**src/rtl/ring_johnson_counter.sv**
```systemverilog
// WIDTH-bit shift-register counter running as a one-hot ring or a Johnson
// (twisted-ring) counter, with load, direction, illegal-state recovery and wrap pulse.
module ring_johnson_counter #(
  parameter int  WIDTH = 4,
  localparam int PW    = $clog2(2 * WIDTH)
) (
  input  logic             clk,
  input  logic             reset,
  input  logic             en,
  input  logic             dir,
  input  logic             mode,
  input  logic             load,
  input  logic [WIDTH-1:0] load_val,
  output logic [WIDTH-1:0] count,
  output logic [PW-1:0]    position,
  output logic             wrap,
  output logic             illegal
);

  localparam logic [WIDTH-1:0] SEED  = WIDTH'(1);
  localparam logic [WIDTH-1:0] ONES  = '1;
  localparam logic [PW-1:0]    RING_LAST = PW'(WIDTH - 1);
  localparam logic [PW-1:0]    JOHN_LAST = PW'(2 * WIDTH - 1);

  logic [WIDTH-1:0] count_q, count_d;
  logic             wrap_q, wrap_d;

  logic             ring_legal, john_legal;
  logic [PW-1:0]    ring_pos, john_pos;
  logic [PW-1:0]    last_idx;

  // Decode both interpretations of the register; mode selects which one is reported.
  always_comb begin
    // NOTE: every always_comb output gets a default first so no path infers a latch.
    ring_legal = 1'b0;
    ring_pos   = '0;
    john_legal = 1'b0;
    john_pos   = '0;

    for (int i = 0; i < WIDTH; i++) begin
      if (count_q == (SEED << i)) begin
        ring_legal = 1'b1;
        ring_pos   = PW'(i);
      end
    end

    if (count_q == '0) john_legal = 1'b1;
    for (int k = 1; k <= WIDTH; k++) begin
      if (count_q == (ONES >> (WIDTH - k))) begin
        john_legal = 1'b1;
        john_pos   = PW'(k);
      end
    end
    for (int k = 1; k < WIDTH; k++) begin
      if (count_q == ~(ONES >> (WIDTH - k))) begin
        john_legal = 1'b1;
        john_pos   = PW'(WIDTH + k);
      end
    end
  end

  assign illegal  = mode ? ~john_legal : ~ring_legal;
  assign position = illegal ? '0 : (mode ? john_pos : ring_pos);
  assign last_idx = mode ? JOHN_LAST : RING_LAST;

  always_comb begin
    count_d = count_q;
    wrap_d  = 1'b0;
    if (load) begin
      count_d = load_val;
    end else if (en) begin
      if (illegal) begin
        count_d = SEED;
      end else begin
        unique case ({mode, dir})
          2'b00: count_d = {count_q[WIDTH-2:0], count_q[WIDTH-1]};
          2'b01: count_d = {count_q[0], count_q[WIDTH-1:1]};
          2'b10: count_d = {count_q[WIDTH-2:0], ~count_q[WIDTH-1]};
          2'b11: count_d = {~count_q[0], count_q[WIDTH-1:1]};
          default: count_d = SEED;
        endcase
        wrap_d = dir ? (position == '0) : (position == last_idx);
      end
    end
  end

  always_ff @(posedge clk or posedge reset) begin
    // NOTE: sequential state uses non-blocking assignments so all flops update together.
    if (reset) begin
      count_q <= SEED;
      wrap_q  <= 1'b0;
    end else begin
      count_q <= count_d;
      wrap_q  <= wrap_d;
    end
  end

  assign count = count_q;
  assign wrap  = wrap_q;

endmodule

```
**config.mk**
```make
export PLATFORM = sky130hd
export DESIGN_NAME = ring_johnson_counter
export DESIGN_NICKNAME = d
export VERILOG_FILES = /design/src/rtl/ring_johnson_counter.sv
export SDC_FILE = /design/constraint.sdc
export NUM_CORES = 1
export LEC_CHECK = 0
export ABC_AREA = 0
export CORE_MARGIN = 5
export CORE_UTILIZATION = 40
export CTS_CLUSTER_DIAMETER = 200
export CTS_CLUSTER_SIZE = 24
export DETAILED_ROUTE_END_ITERATION = 16
export PLACE_DENSITY = 0.67
export RECOVER_POWER = 50
export SLEW_MARGIN = 15
export SYNTH_ARGS = -nofsm -noshare
export SYNTH_HDL_FRONTEND = slang
export SYNTH_SLANG_ARGS = --single-unit
```
**constraint.sdc**
```tcl
create_clock -name clk -period 2.9 [get_ports clk]
set_input_delay 0.725 -clock clk [delete_from_list [all_inputs] [get_ports clk]]
set_output_delay 0.725 -clock clk [all_outputs]
set_load 0.1 [all_outputs]
```
# --- After elaboration in Yosys (flattened, before gate mapping) ---
# Index checks and enable logic that the tools add are counted.
classes:
  eq_ne: 13
  n_mux: 34
  bitwise: 4
  n_reduce_logical: 4
op_table:
  columns: ["op", "n"]
  rows:
  - ["3-bit two-way mux", 11]
  - ["1-bit two-way mux", 19]
  - ["4-bit == test (second input constant)", 4]
  - ["4-bit case mux with 4 select lines", 1]
  - ["4-bit two-way mux", 3]
  - ["4-bit by 2-bit == test with 1-bit output (second input constant)", 2]
  - ["4-bit by 3-bit == test with 1-bit output (second input constant)", 2]
  - ["2-bit == test (second input constant)", 2]
  - ["4-bit by 1-bit == test with 1-bit output (second input constant)", 1]
  - ["4-bit logical NOT", 1]
  - ["1-bit NOT", 4]
  - ["3-bit == test", 1]
  - ["3-bit logical NOT", 1]
  - ["2-bit by 1-bit == test with 1-bit output (second input constant)", 1]
  - ["2-bit logical NOT", 1]
  - ["2-bit nonzero test", 1]
totals:
  reg_bits: 5
  in_bits: 10
  output_inout_bits: 9
  word_cells: 57

# --- Logic depth before layout (Yosys ltp) ---
# Gate-level depths: netlist of the first run.
depth:
  ltp_word: 17
  mapped_depth: 7
  ltp_nobuf: 5

# --- Worst setup path after synthesis of the first run ---
# OpenSTA, ideal clock, no wires.
synth_timing:
  path_kind: "flip-flop to output port"
  startpoint: "reg count_q[2] (netlist: count[2])"
  endpoint: "out position[1]"
  arrival_time_ns: 3.723
  required_ns: 2.175
  setup_slack_ns: -1.548
  stages_incl_launch_ff: 5
  n_path_buf: 0
  path_cell_list: "dfrtp_1 inv_1 nor2_1 xnor2_1 o32ai_1"
synth_via:
  elab_chain_cells: 12
  elab_cells_between_ends: 35
  cone_classes: "eq/ne: 9; mux: 23; bitwise: 2; reduce/logical: 1"
synth_rtl:
  columns: ["element", "line", "text"]
  rows:
  - ["start, declared", "25", "logic [WIDTH-1:0] count_q, count_d;"]
  - ["start signal, assigned", "93", "count_q <= count_d;"]
  - ["4-bit logical NOT", "47", "if (count_q == '0) john_legal = 1'b1;"]
  - ["1-bit two-way mux", "47", null]
  - ["1-bit two-way mux (4 in a row)", "49", "if (count_q == (ONES >> (WIDTH - k))) begin"]
  - ["1-bit two-way mux (3 in a row)", "55", "if (count_q == ~(ONES >> (WIDTH - k))) begin"]
  - ["1-bit NOT", "62", "assign illegal = mode ? ~john_legal : ~ring_legal;"]
  - ["1-bit two-way mux", "62", null]
  - ["3-bit two-way mux (*)", "63", "assign position = illegal ? '0 : (mode ? john_pos : ring_pos);"]
  - ["end, declared", "15", "output logic [PW-1:0] position,"]
# Mark *: on every way between the ends. The rest lies on a longest branch, timed or not.

# --- Worst setup path in the final report of the first run ---
layout_timing:
  startpoint: "in mode"
  endpoint: "out position[2]"
layout_via:
  elab_chain_cells: 2
  elab_cells_between_ends: 3
  cone_classes: "mux: 3"
layout_rtl:
  columns: ["element", "line", "text"]
  rows:
  - ["start, declared", "11", "input logic mode,"]
  - ["3-bit two-way mux or 1-bit two-way mux (tied branches)", "63, 62", null]
  - ["3-bit two-way mux (*)", "63", null]
# Marks and branches as above.

==> impl_metrics.ini, run 1 <==
[power]
power.density_nw_per_um2 = 525
cellLeakagePower_nw = 0.348
total_power_mw = 0.482
peakVddDrop_mv = 0.418

[floorplanning]
die_w_um = 50.1
die_h_um = 50.1
design.core.area_um2 = 1520
dieArea_um2 = 2510
num_rows = 14
num_io_pins = 19
initial_core_util_pct = 42.3

[placement]
gp_congestion = 0.796
port_buffers = 18
dp_hpwl_um = 1170
dpl.cell_count = 112

[synthesis]
synth.distinct_cells = 38
yosysSeqAreaShare_pct = 19.6
syn-num-nets = 93
syn_avg_cell_area_um2 = 7.76
syn_area_um2 = 644
yosys_register_bits = 5
yosys_warnings = 0
postSynthCellCount = 83

[final_layout]
layout.cells.most_common = nor2_1
final_cell_mix = nor2_1, a21oi_1, clkdlybuf4s50_1, buf_4, inv_1
areaGrowthSynthToFinish_pct = 42.5
diodes = 0
fillers = 136
nets = 111
utilization_pct = 60.3
fin_cells = 116
drive_gt1_share_pct = 28.0

[global_routing]
grt_pass1_vias = 572
grt_max_degree = 21
grt_pass1_wl_um = 2660
grt_usage_pct = 13.2
grt_overflow = 0
grt_antenna_before_repair = 0

[job]
drv_cap = 0

[setup_path]
reg2reg_from = count[3]
r2r_end = count[1]
slowest_delay_ns = 0.38
crit_slowest_cell = dlygate4sd2_1
start_kind = input pin
cp_max_fo = 12
worstPathRequired_ns = 2.17
reg2reg_depth = 6
path_buf_inv = 3
crit_arrival_ns = 1.95
worstSetupPathType = in2out
crit_family = buffers and inverters
crit_chain = dlygate4sd2_1 -> buf_4 -> nand2_1 -> a211oi_4 -> buf_12
worst-r2r-setup-slack_ns = 0.94
end_kind = output pin

[clock_tree]
cts_resized = 2
clk_pin_slew_ns = 0.04
root_buffer = clkbuf_4
post_cts_buffers = 0
cts_tree = built
cts_buffers = 3
htreeDepth = 1
clock_latency_ns = 0.24
cts.hold.buffers_added = 0
cts_num_sinks = 5
clk_path_buf_depth = 2

[routing]
antenna_left = 0
drt-initial-drc-count = 19
vias = 701
wirelength_um = 1620
drc_errors = 0
dr.pass1.iters = 4
routedWlPerCell_um = 13.9
via_per_inst = 6.04

[sta]
finalCritPeriodShare_pct = 92.1
whs_ns = 0.817
final_hold_viol_count = 0
setup_tns_ns = 0
min_period_ns = 2.67
max_freq_mhz = 374
rsz0062_at_grt = no
slew_headroom_pct = 22.2
finalSetupViolations = 0
slew_violations = 0
clock-skew-final_ns = 0.00310
worst_pin_slew_ns = 1.17

[worst_hold_path]
hp-class = in2async

[run_status]
status = finished, final reports clean
==> kinds of logic (layout without fill, tap and decap cells) <==
group,after synthesis,in the layout,share of synthesized area [%]
compound gates,28,28,36.7
xor+xnor,2,2,2.72
buf+inv,18,35,14.4
flops,5,5,19.6
mux,2,2,3.11
simple gates,28,28,23.5
==> worst register-to-register path, stage by stage, from the launching register on <==
cell and delay (ns):
dfrtp_1 0.75, nor3b_4 0.11, o32ai_2 0.29, o221ai_2 0.16, buf_4 0.16, a221oi_1 0.28, a21oi_1 0.07
==> layer usage <==
metal	vias to the layer above	track usage, %	wire length [µm]
li1	336	-	-
met1	330	18.2	678
met2	35	19.7	783
met3	0	4.73	153
met4	0	2.62	0
met5	-	0	0
==> how the worst max path moves through the flow <==
stage | start | to | slack [ns] | cells past startpoint
after global routing | mode | position[2] | 0.15 | 5
after global placement | mode | position[2] | 0.03 | 5
after CTS | mode | position[2] | 0.25 | 5
final | mode | position[2] | 0.23 | 5
after detailed placement | mode | illegal | -0.003 | 6
after floorplan | count[0] | position[0] | 0.06 | 4
==> cell type report <==
class / count / area, µm² / area share [%]
clock buffers: 4 / 26.3 / 2.86
inverters: 9 / 33.8 / 3.68
multi-input cells: 60 / 480 / 52.3
flip-flops and latches: 5 / 129 / 14.0
well taps: 16 / 20.0 / 2.18
repair buffers: 22 / 229 / 24.9
==> where the power goes <==
group	internal (mW)	switching [mW]	total, mW
clock	0.0520	0.0278	0.0797
sequential	0.0782	0.0307	0.109
combinational	0.106	0.188	0.294
total	0.236	0.247	0.482
==> synth_stat cells <==
cell / n / share of area [%]
o211ai_1: 1 / 1.2
a21bo_2: 1 / 1.6
o31ai_1: 1 / 1.2
nor3_1: 1 / 0.78
a32oi_1: 1 / 1.4
nor3b_4: 1 / 2.9
nor2b_1: 4 / 3.9
a211oi_1: 1 / 1.2
a2111oi_4: 1 / 4.3
clkinv_1: 1 / 0.58
o32a_1: 1 / 1.6
nor2_1: 8 / 4.7
nor4_1: 2 / 1.9
o221ai_2: 1 / 2.3
inv_1: 6 / 3.5
nand3_1: 2 / 1.6
a21boi_0: 1 / 1.2
a311oi_1: 1 / 1.4
o32ai_2: 1 / 2.5
nand4_1: 1 / 0.97
xor2_1: 1 / 1.4
buf_6: 2 / 3.5
dfrtp_1: 4 / 16
clkbuf_1: 3 / 1.7
mux2i_1: 2 / 3.1
nand2_1: 5 / 2.9
xnor2_1: 1 / 1.4
o21ai_1: 2 / 1.6
inv_2: 2 / 1.2
buf_4: 2 / 2.3
o311ai_1: 1 / 1.4
nand2b_1: 4 / 3.9
buf_2: 2 / 1.6
a31oi_1: 2 / 1.9
a21oi_1: 7 / 5.4
dfstp_2: 1 / 4.1
a221oi_1: 3 / 4.1
o32ai_1: 2 / 2.7
==> per-stage QoR <==
step / cell area [µm²] / setup WS, ns
floorplan: 698 / 0.0609
global placement: 897 / 0.0275
detailed placement: 897 / -0.00346
CTS: 927 / 0.247
global route: 918 / 0.149
finish: 918 / 0.228
==> registers in the layout (all words and copies together) (netlist names) <==
register / flops
count: 4
wrap: 1
No activity file was read; power rests on OpenSTA's default activity.
==> run 2: changes to the inputs <==
--- a/config.mk
+++ b/config.mk
@@ -13,7 +13,6 @@
 export DETAILED_ROUTE_END_ITERATION = 16
 export PLACE_DENSITY = 0.67
 export RECOVER_POWER = 50
-export SLEW_MARGIN = 15
 export SYNTH_ARGS = -nofsm -noshare
 export SYNTH_HDL_FRONTEND = slang
 export SYNTH_SLANG_ARGS = --single-unit
==> results of run 2 <==
Final layout, timing and power as in run 1 (identical DEF).
